--- src/rtl/sp_ram_stream_pkg.sv ---
// Shared types for the line-RAM stream reader: FSM states, widths and the
// word format held in the output FIFO.
package sp_ram_stream_pkg;

  localparam int ADDR_W = 9;
  localparam int DATA_W = 18;

  typedef enum logic [1:0] {
    ST_IDLE,
    ST_READ,
    ST_DRAIN
  } state_t;

  typedef struct packed {
    logic              last;
    logic [DATA_W-1:0] data;
  } stream_word_t;

endpackage

--- src/rtl/stream_fifo.sv ---
// Small synchronous FIFO of stream words. The producer is credit-limited,
// so a push is never presented while the FIFO is full without a pop.
module stream_fifo
  import sp_ram_stream_pkg::*;
#(
  parameter int DEPTH = 4
) (
  input  logic                         clock,
  input  logic                         reset,
  input  logic                         i_push,
  input  stream_word_t                 i_push_word,
  input  logic                         i_pop,
  output stream_word_t                 o_head,
  output logic [$clog2(DEPTH+1)-1:0]   o_count,
  output logic                         o_full,
  output logic                         o_empty
);

  localparam int CW = $clog2(DEPTH + 1);
  localparam int PW = (DEPTH > 1) ? $clog2(DEPTH) : 1;

  stream_word_t  r_mem [DEPTH];
  logic [PW-1:0] r_wr_ptr;
  logic [PW-1:0] r_rd_ptr;
  logic [CW-1:0] r_count;
  logic          w_do_pop;

  function automatic logic [PW-1:0] f_next(input logic [PW-1:0] p);
    return (p == PW'(DEPTH - 1)) ? '0 : p + 1'b1;
  endfunction

  assign w_do_pop = i_pop && (r_count != '0);
  assign o_head   = r_mem[r_rd_ptr];
  assign o_count  = r_count;
  assign o_full   = (r_count == CW'(DEPTH));
  assign o_empty  = (r_count == '0);

  // Storage: data needs no reset, occupancy tracking decides what is valid.
  always_ff @(posedge clock) begin
    if (i_push) r_mem[r_wr_ptr] <= i_push_word;
  end

  // Pointers and occupancy.
  always_ff @(posedge clock or posedge reset) begin
    if (reset) begin
      r_wr_ptr <= '0;
      r_rd_ptr <= '0;
      r_count  <= '0;
    end else begin
      if (i_push)   r_wr_ptr <= f_next(r_wr_ptr);
      if (w_do_pop) r_rd_ptr <= f_next(r_rd_ptr);
      case ({i_push, w_do_pop})
        2'b10:   r_count <= r_count + 1'b1;
        2'b01:   r_count <= r_count - 1'b1;
        default: r_count <= r_count;
      endcase
    end
  end

endmodule

--- src/rtl/sp_ram_stream_reader.sv ---
// Reads LENGTH consecutive words from the single-port line RAM starting at
// BASE_ADDR (wrapping at 512) and streams them out with valid/ready. Reads
// are only issued when the words already in the RAM pipeline plus those in
// the output FIFO leave room, so backpressure can never drop data.
module sp_ram_stream_reader
  import sp_ram_stream_pkg::*;
#(
  parameter int RD_LAT     = 2,
  parameter int FIFO_DEPTH = 4
) (
  input  logic              clock,
  input  logic              reset,
  input  logic              start,
  input  logic [ADDR_W-1:0] base_addr,
  input  logic [ADDR_W:0]   length,
  output logic              busy,
  output logic              done,
  output logic              ram_rden,
  output logic [ADDR_W-1:0] ram_address,
  input  logic [DATA_W-1:0] ram_q,
  output logic              out_valid,
  input  logic              out_ready,
  output logic [DATA_W-1:0] out_data,
  output logic              out_last
);

  localparam int CNT_W  = $clog2(FIFO_DEPTH + RD_LAT + 1);
  localparam int FCNT_W = $clog2(FIFO_DEPTH + 1);

  state_t            r_state;
  state_t            w_state_nxt;
  logic [ADDR_W-1:0] r_rd_ptr;
  logic [ADDR_W-1:0] r_addr_hold;
  logic [ADDR_W:0]   r_rem_cnt;
  logic              r_done;
  logic [RD_LAT-1:0] r_inf_vld;
  logic [RD_LAT-1:0] r_inf_last;

  logic              w_accept;
  logic              w_credit;
  logic              w_issue;
  logic              w_issue_last;
  logic              w_pop;
  logic              w_pop_last;
  stream_word_t      w_push_word;
  stream_word_t      w_head;
  logic [FCNT_W-1:0] w_fifo_count;
  logic              w_fifo_full;
  logic              w_fifo_empty;

  function automatic logic [CNT_W-1:0] f_inflight(input logic [RD_LAT-1:0] v);
    logic [CNT_W-1:0] n;
    n = '0;
    for (int i = 0; i < RD_LAT; i++) n = n + CNT_W'(v[i]);
    return n;
  endfunction

  // Start is refused in the done cycle so a finishing transfer cannot chain.
  assign w_accept     = (r_state == ST_IDLE) && start && (length != '0) && !r_done;
  assign w_credit     = !w_fifo_full &&
                        ((f_inflight(r_inf_vld) + CNT_W'(w_fifo_count)) < CNT_W'(FIFO_DEPTH));
  assign w_issue      = (r_state == ST_READ) && w_credit;
  assign w_issue_last = w_issue && (r_rem_cnt == (ADDR_W+1)'(1));
  assign w_pop        = !w_fifo_empty && out_ready;
  assign w_pop_last   = w_pop && w_head.last;

  assign w_push_word.last = r_inf_last[RD_LAT-1];
  assign w_push_word.data = ram_q;

  assign busy        = (r_state != ST_IDLE);
  assign done        = r_done;
  assign ram_rden    = w_issue;
  assign ram_address = w_issue ? r_rd_ptr : r_addr_hold;
  assign out_valid   = !w_fifo_empty;
  assign out_data    = w_fifo_empty ? '0 : w_head.data;
  assign out_last    = !w_fifo_empty && w_head.last;

  stream_fifo #(
    .DEPTH (FIFO_DEPTH)
  ) u_fifo (
    .clock       (clock),
    .reset       (reset),
    .i_push      (r_inf_vld[RD_LAT-1]),
    .i_push_word (w_push_word),
    .i_pop       (w_pop),
    .o_head      (w_head),
    .o_count     (w_fifo_count),
    .o_full      (w_fifo_full),
    .o_empty     (w_fifo_empty)
  );

  // FSM state register.
  always_ff @(posedge clock or posedge reset) begin
    if (reset) r_state <= ST_IDLE;
    else       r_state <= w_state_nxt;
  end

  // FSM next-state: fetch until the last read is issued, then drain the FIFO.
  always_comb begin
    w_state_nxt = r_state;
    case (r_state)
      ST_IDLE:  if (w_accept)     w_state_nxt = ST_READ;
      ST_READ:  if (w_issue_last) w_state_nxt = ST_DRAIN;
      ST_DRAIN: if (w_pop_last)   w_state_nxt = ST_IDLE;
      default:                    w_state_nxt = ST_IDLE;
    endcase
  end

  // Read pointer, remaining count, held address, done pulse and the
  // in-flight tag pipeline that marks which RAM output cycles to capture.
  always_ff @(posedge clock or posedge reset) begin
    if (reset) begin
      r_rd_ptr    <= '0;
      r_rem_cnt   <= '0;
      r_addr_hold <= '0;
      r_done      <= 1'b0;
      r_inf_vld   <= '0;
      r_inf_last  <= '0;
    end else begin
      if (w_accept) begin
        r_rd_ptr  <= base_addr;
        r_rem_cnt <= length;
      end else if (w_issue) begin
        r_rd_ptr    <= r_rd_ptr + 1'b1;
        r_rem_cnt   <= r_rem_cnt - 1'b1;
        r_addr_hold <= r_rd_ptr;
      end
      r_done        <= (r_state == ST_DRAIN) && w_pop_last;
      r_inf_vld[0]  <= w_issue;
      r_inf_last[0] <= w_issue_last;
      for (int i = 1; i < RD_LAT; i++) begin
        r_inf_vld[i]  <= r_inf_vld[i-1];
        r_inf_last[i] <= r_inf_last[i-1];
      end
    end
  end

endmodule

--- config.mk ---
export PLATFORM = sky130hd
export DESIGN_NAME = sp_ram_stream_reader
export DESIGN_NICKNAME = d
export VERILOG_FILES = /design/src/rtl/sp_ram_stream_pkg.sv /design/src/rtl/stream_fifo.sv /design/src/rtl/sp_ram_stream_reader.sv
export SDC_FILE = /design/constraint.sdc
export NUM_CORES = 1
export LEC_CHECK = 0
export CAP_MARGIN = 15
export CELL_PAD_IN_SITES_DETAIL_PLACEMENT = 0
export CELL_PAD_IN_SITES_GLOBAL_PLACEMENT = 1
export CORE_ASPECT_RATIO = 1.1
export CORE_MARGIN = 2
export CORE_UTILIZATION = 30
export CTS_CLUSTER_SIZE = 30
export DETAILED_ROUTE_END_ITERATION = 12
export GPL_ROUTABILITY_DRIVEN = 0
export PLACE_DENSITY = 0.65
export SLEW_MARGIN = 20
export SYNTH_ARGS = -nofsm -noshare
export SYNTH_HDL_FRONTEND = slang
export SYNTH_SLANG_ARGS = --single-unit
--- constraint.sdc ---
create_clock -name clock -period 2.8 [get_ports clock]
set_clock_uncertainty 0.1 [all_clocks]
set_input_delay 0.56 -clock clock [delete_from_list [all_inputs] [get_ports clock]]
set_output_delay 0.56 -clock clock [all_outputs]
set_load 0.05 [all_outputs]
==> impl_metrics.yaml <==
timing:
  final.setup.worst_slack_ns: -0.09818
  fmax_mhz: 345.0
  worstMarginPinSlew_ns: 0.5669
  setup_viol: 9
  min_period_ns: 2.898
  maxSlewViolCount: 0
  tns_ns: -0.6388
  grt_setup_unrepaired: "yes"
  min_period_over_period_pct: 103.5
  hold_viol: 0
  slew_headroom_pct: 62.21
cts:
  cts_buffer_depth: 2
  clk_pin_slew_ns: 0.06
  hold_buffers: 0
  cts_tree: "built"
  cts-root-buf: "clkbuf_16"
  clk_latency_ns: 0.41
  numCtsBuffers: 17
  numClockSinks: 118
  cts.htree.levels: 4
synthesis:
  yosysTopAreaCell: "edfxtp_1"
  synth_top_area_share_pct: 45.05
  synth.distinct_cells: 54
  ys_async_sr_fraction_pct: 35.59
  postSynthCellCount: 359
  synth_flop_cell: "edfxtp_1"
  synth-edff-count: 76
  syn_area_mm2: 0.005066
  syn-num-nets: 411
  yosys_register_bits: 118
  synthTopCellsByArea: "edfxtp_1 45%, dfrtp_1 21%, mux4_2 8.4%, nand2_1 3.7%, and2_1 2.8%"
  ys_seq_area_share_pct: 65.79
  synth-warning-count: 0
  synth.avg_cell_area_um2: 14.11
layout:
  final_area_mm2: 0.007069
  stdcell_count: 690
  syn_to_final_growth_pct: 39.54
  diodes: 0
  drive_above_1_share_pct: 30.45
  final_common_cell: "edfxtp_1"
  final_cell_mix: "76 x edfxtp_1, 50 x buf_4, 42 x dfrtp_1, 42 x clkdlybuf4s50_1, 29 x nand2_1"
  nNetsFinal: 525
  n_fill_cell: 1510
drt:
  route.detailed.drc: 0
  ant_nets: 0
  drt_wl_total_um: 11390
  firstDrtPassIters: 6
  dr_total_vias: 3396
  drt_iter0_drc: 159
  vias_per_cell: 4.922
  post_drt_wl_per_cell_um: 16.51
grt:
  grt_overflow: 0
  grt_pass1_wl_um: 18400
  grt_use_total_pct: 13.62
  grt_start_max_net_pins: 43
  first_global_vias: 3601
  antenna_found_initial: 0
worst_setup_path:
  critPathMaxFanout: 7
  cp_slowest_cell: "dfrtp_1"
  crit_required_ns: 2.14
  reg2reg_from: "u_fifo.o_count[0]$_DFFE_PP0P_"
  rr_worst_depth: 9
  r2r-end: "r_rd_ptr[8]$_DFFE_PP0P_"
  crit_type: "register to output pin"
  path_cells: "ha_1, a21o_1, and4_4, nor2_4, buf_6, clkinv_8, buf_4, nand2_2, nand2_2, buf_6"
  cp-endpoint: "ram_address[8]"
  path_delay_family: "simple AND/OR/NAND/NOR gates"
  arrival_ns: 2.24
  crit_path_end_kind: "output pin"
  startpoint: "u_fifo.o_count[0]$_DFFE_PP0P_"
  slowest_delay_ns: 0.38
  regToRegSetupSlack_ns: 0.30
  cp.depth: 10
  timing.critical_path.buf_inv: 4
  critPathLaunchType: "register"
floorplan:
  start_util_pct: 30.83
  die_h_um: 140.3
  core_mm2: 0.01643
  fp-row-count: 49
  fp.dieArea_mm2: 0.01794
  die_w_um: 127.9
  boundaryPins: 73
placed_design:
  place_ws_ns: 0.1932
  dp.cells: 637
  port_buffers: 72
  hpwl_um: 7058
  place_area_mm2: 0.006052
power_and_ir_drop:
  finalPower_mw: 9.882
  peakVddDrop_mv: 1.400
  power_leakage_nw: 2.808
  pwr_density_cell_mw_per_mm2: 1398
outcome:
  violations: "setup timing"
  outcome: "complete, but fails checks"
worst_hold_path:
  worstHoldPathCells: 0
  hold_class: "register to register"
flow_run:
  maxCapViolations: 0
[state kept, by name, summed over array words and instances (netlist names)]
signal,cells
r_addr_hold,9
u_fifo.r_wr_ptr,2
r_rem_cnt,10
r_rd_ptr,9
u_fifo.r_rd_ptr,2
r_inf_last,2
r_state,2
r_inf_vld,2
done,1
u_fifo.r_mem,76
u_fifo.o_count,3
[where the power goes]
part / leakage [nW] / internal, mW / switching, mW / total [mW]
Combinational: 1.31 / 2.14 / 2.85 / 4.99
Sequential: 1.21 / 2.40 / 0.310 / 2.71
Clock: 0.288 / 1.40 / 0.781 / 2.18
Total: 2.81 / 5.94 / 3.95 / 9.88
[logic make-up after synthesis]
kind of cell / count (synthesis) / share of synthesized area, %
flip-flops: 118 / 65.79
AND/OR/NAND/NOR: 127 / 12.42
adder cells (fa/ha/maj): 11 / 2.865
buffers and inverters: 29 / 2.445
XOR/XNOR: 5 / 0.8646
multiplexers: 21 / 8.866
AO/OA/AOI/OAI: 48 / 6.742
[timing repair]
action                                 CTS  global route
setup endpoints to repair               10            10
endpoints found under the hold margin    0             0
resized for setup                       35            24
cloned                                   2             0
setup buffers                           11             9
pin swaps                               10             3
[through the flow]
stage | utilization, % | hold WS [ns]
floorplan | - | 0.2312
detailed placement | 36.83 | 0.2425
CTS | 42.20 | 0.2598
global route | 43.02 | 0.2702
finish | 43.02 | 0.2552
global placement | 36.83 | 0.2364
[cells in the mapped netlist, types with 3 or more instances]
library cell and number:
a211oi_1 3, a21oi_1 5, a221o_1 4, and2_1 23, buf_2 6, clkbuf_1 6
dfrtp_1 42, edfxtp_1 76, ha_1 10, inv_1 15, mux4_2 19, nand2_1 50
nand3_1 6, nand4_1 3, nor2_1 19, nor3_1 5, nor3b_1 4, o21ai_0 15
o22ai_1 3, or3_1 4, xor2_1 3
[worst min path at each step]
stage,from,endpoint,slack [ns]
2_1_floorplan,r_inf_last[0]$_DFF_PP0_,r_inf_last[1]$_DFF_PP0_,0.23
3_3_place_gp,r_inf_last[0]$_DFF_PP0_,r_inf_last[1]$_DFF_PP0_,0.24
3_5_place_dp,r_inf_last[0]$_DFF_PP0_,r_inf_last[1]$_DFF_PP0_,0.24
4_1_cts,r_inf_last[0]$_DFF_PP0_,r_inf_last[1]$_DFF_PP0_,0.26
5_1_grt,r_inf_last[0]$_DFF_PP0_,r_inf_last[1]$_DFF_PP0_,0.27
6_report,r_inf_last[0]$_DFF_PP0_,r_inf_last[1]$_DFF_PP0_,0.26
[cell type report]
cell class / instances / area (µm²) / share of cell area [%]
inverter: 16 / 72.57 / 1.027
tap: 204 / 255.2 / 3.611
multi-input combinational: 212 / 1744 / 24.67
clock inverter: 15 / 178.9 / 2.531
sequential: 118 / 3333 / 47.15
timing repair buffer: 108 / 1060 / 14.99
clock buffer: 17 / 425.4 / 6.018
[metal layers]
| layer | GRT usage (%) | vias to the layer above | part of all wire, % | routed length (µm) |
|---|---|---|---|---|
| met4 | 4.743 | 0 | 1.2 | 140 |
| met1 | 15.89 | 1720 | 43 | 4862 |
| met5 | 0 | - | 0 | 0 |
| met3 | 4.698 | 13 | 5.0 | 569 |
| met2 | 23.30 | 91 | 51 | 5817 |
| li1 | - | 1572 | - | - |
(Power assumes the default switching activity.)
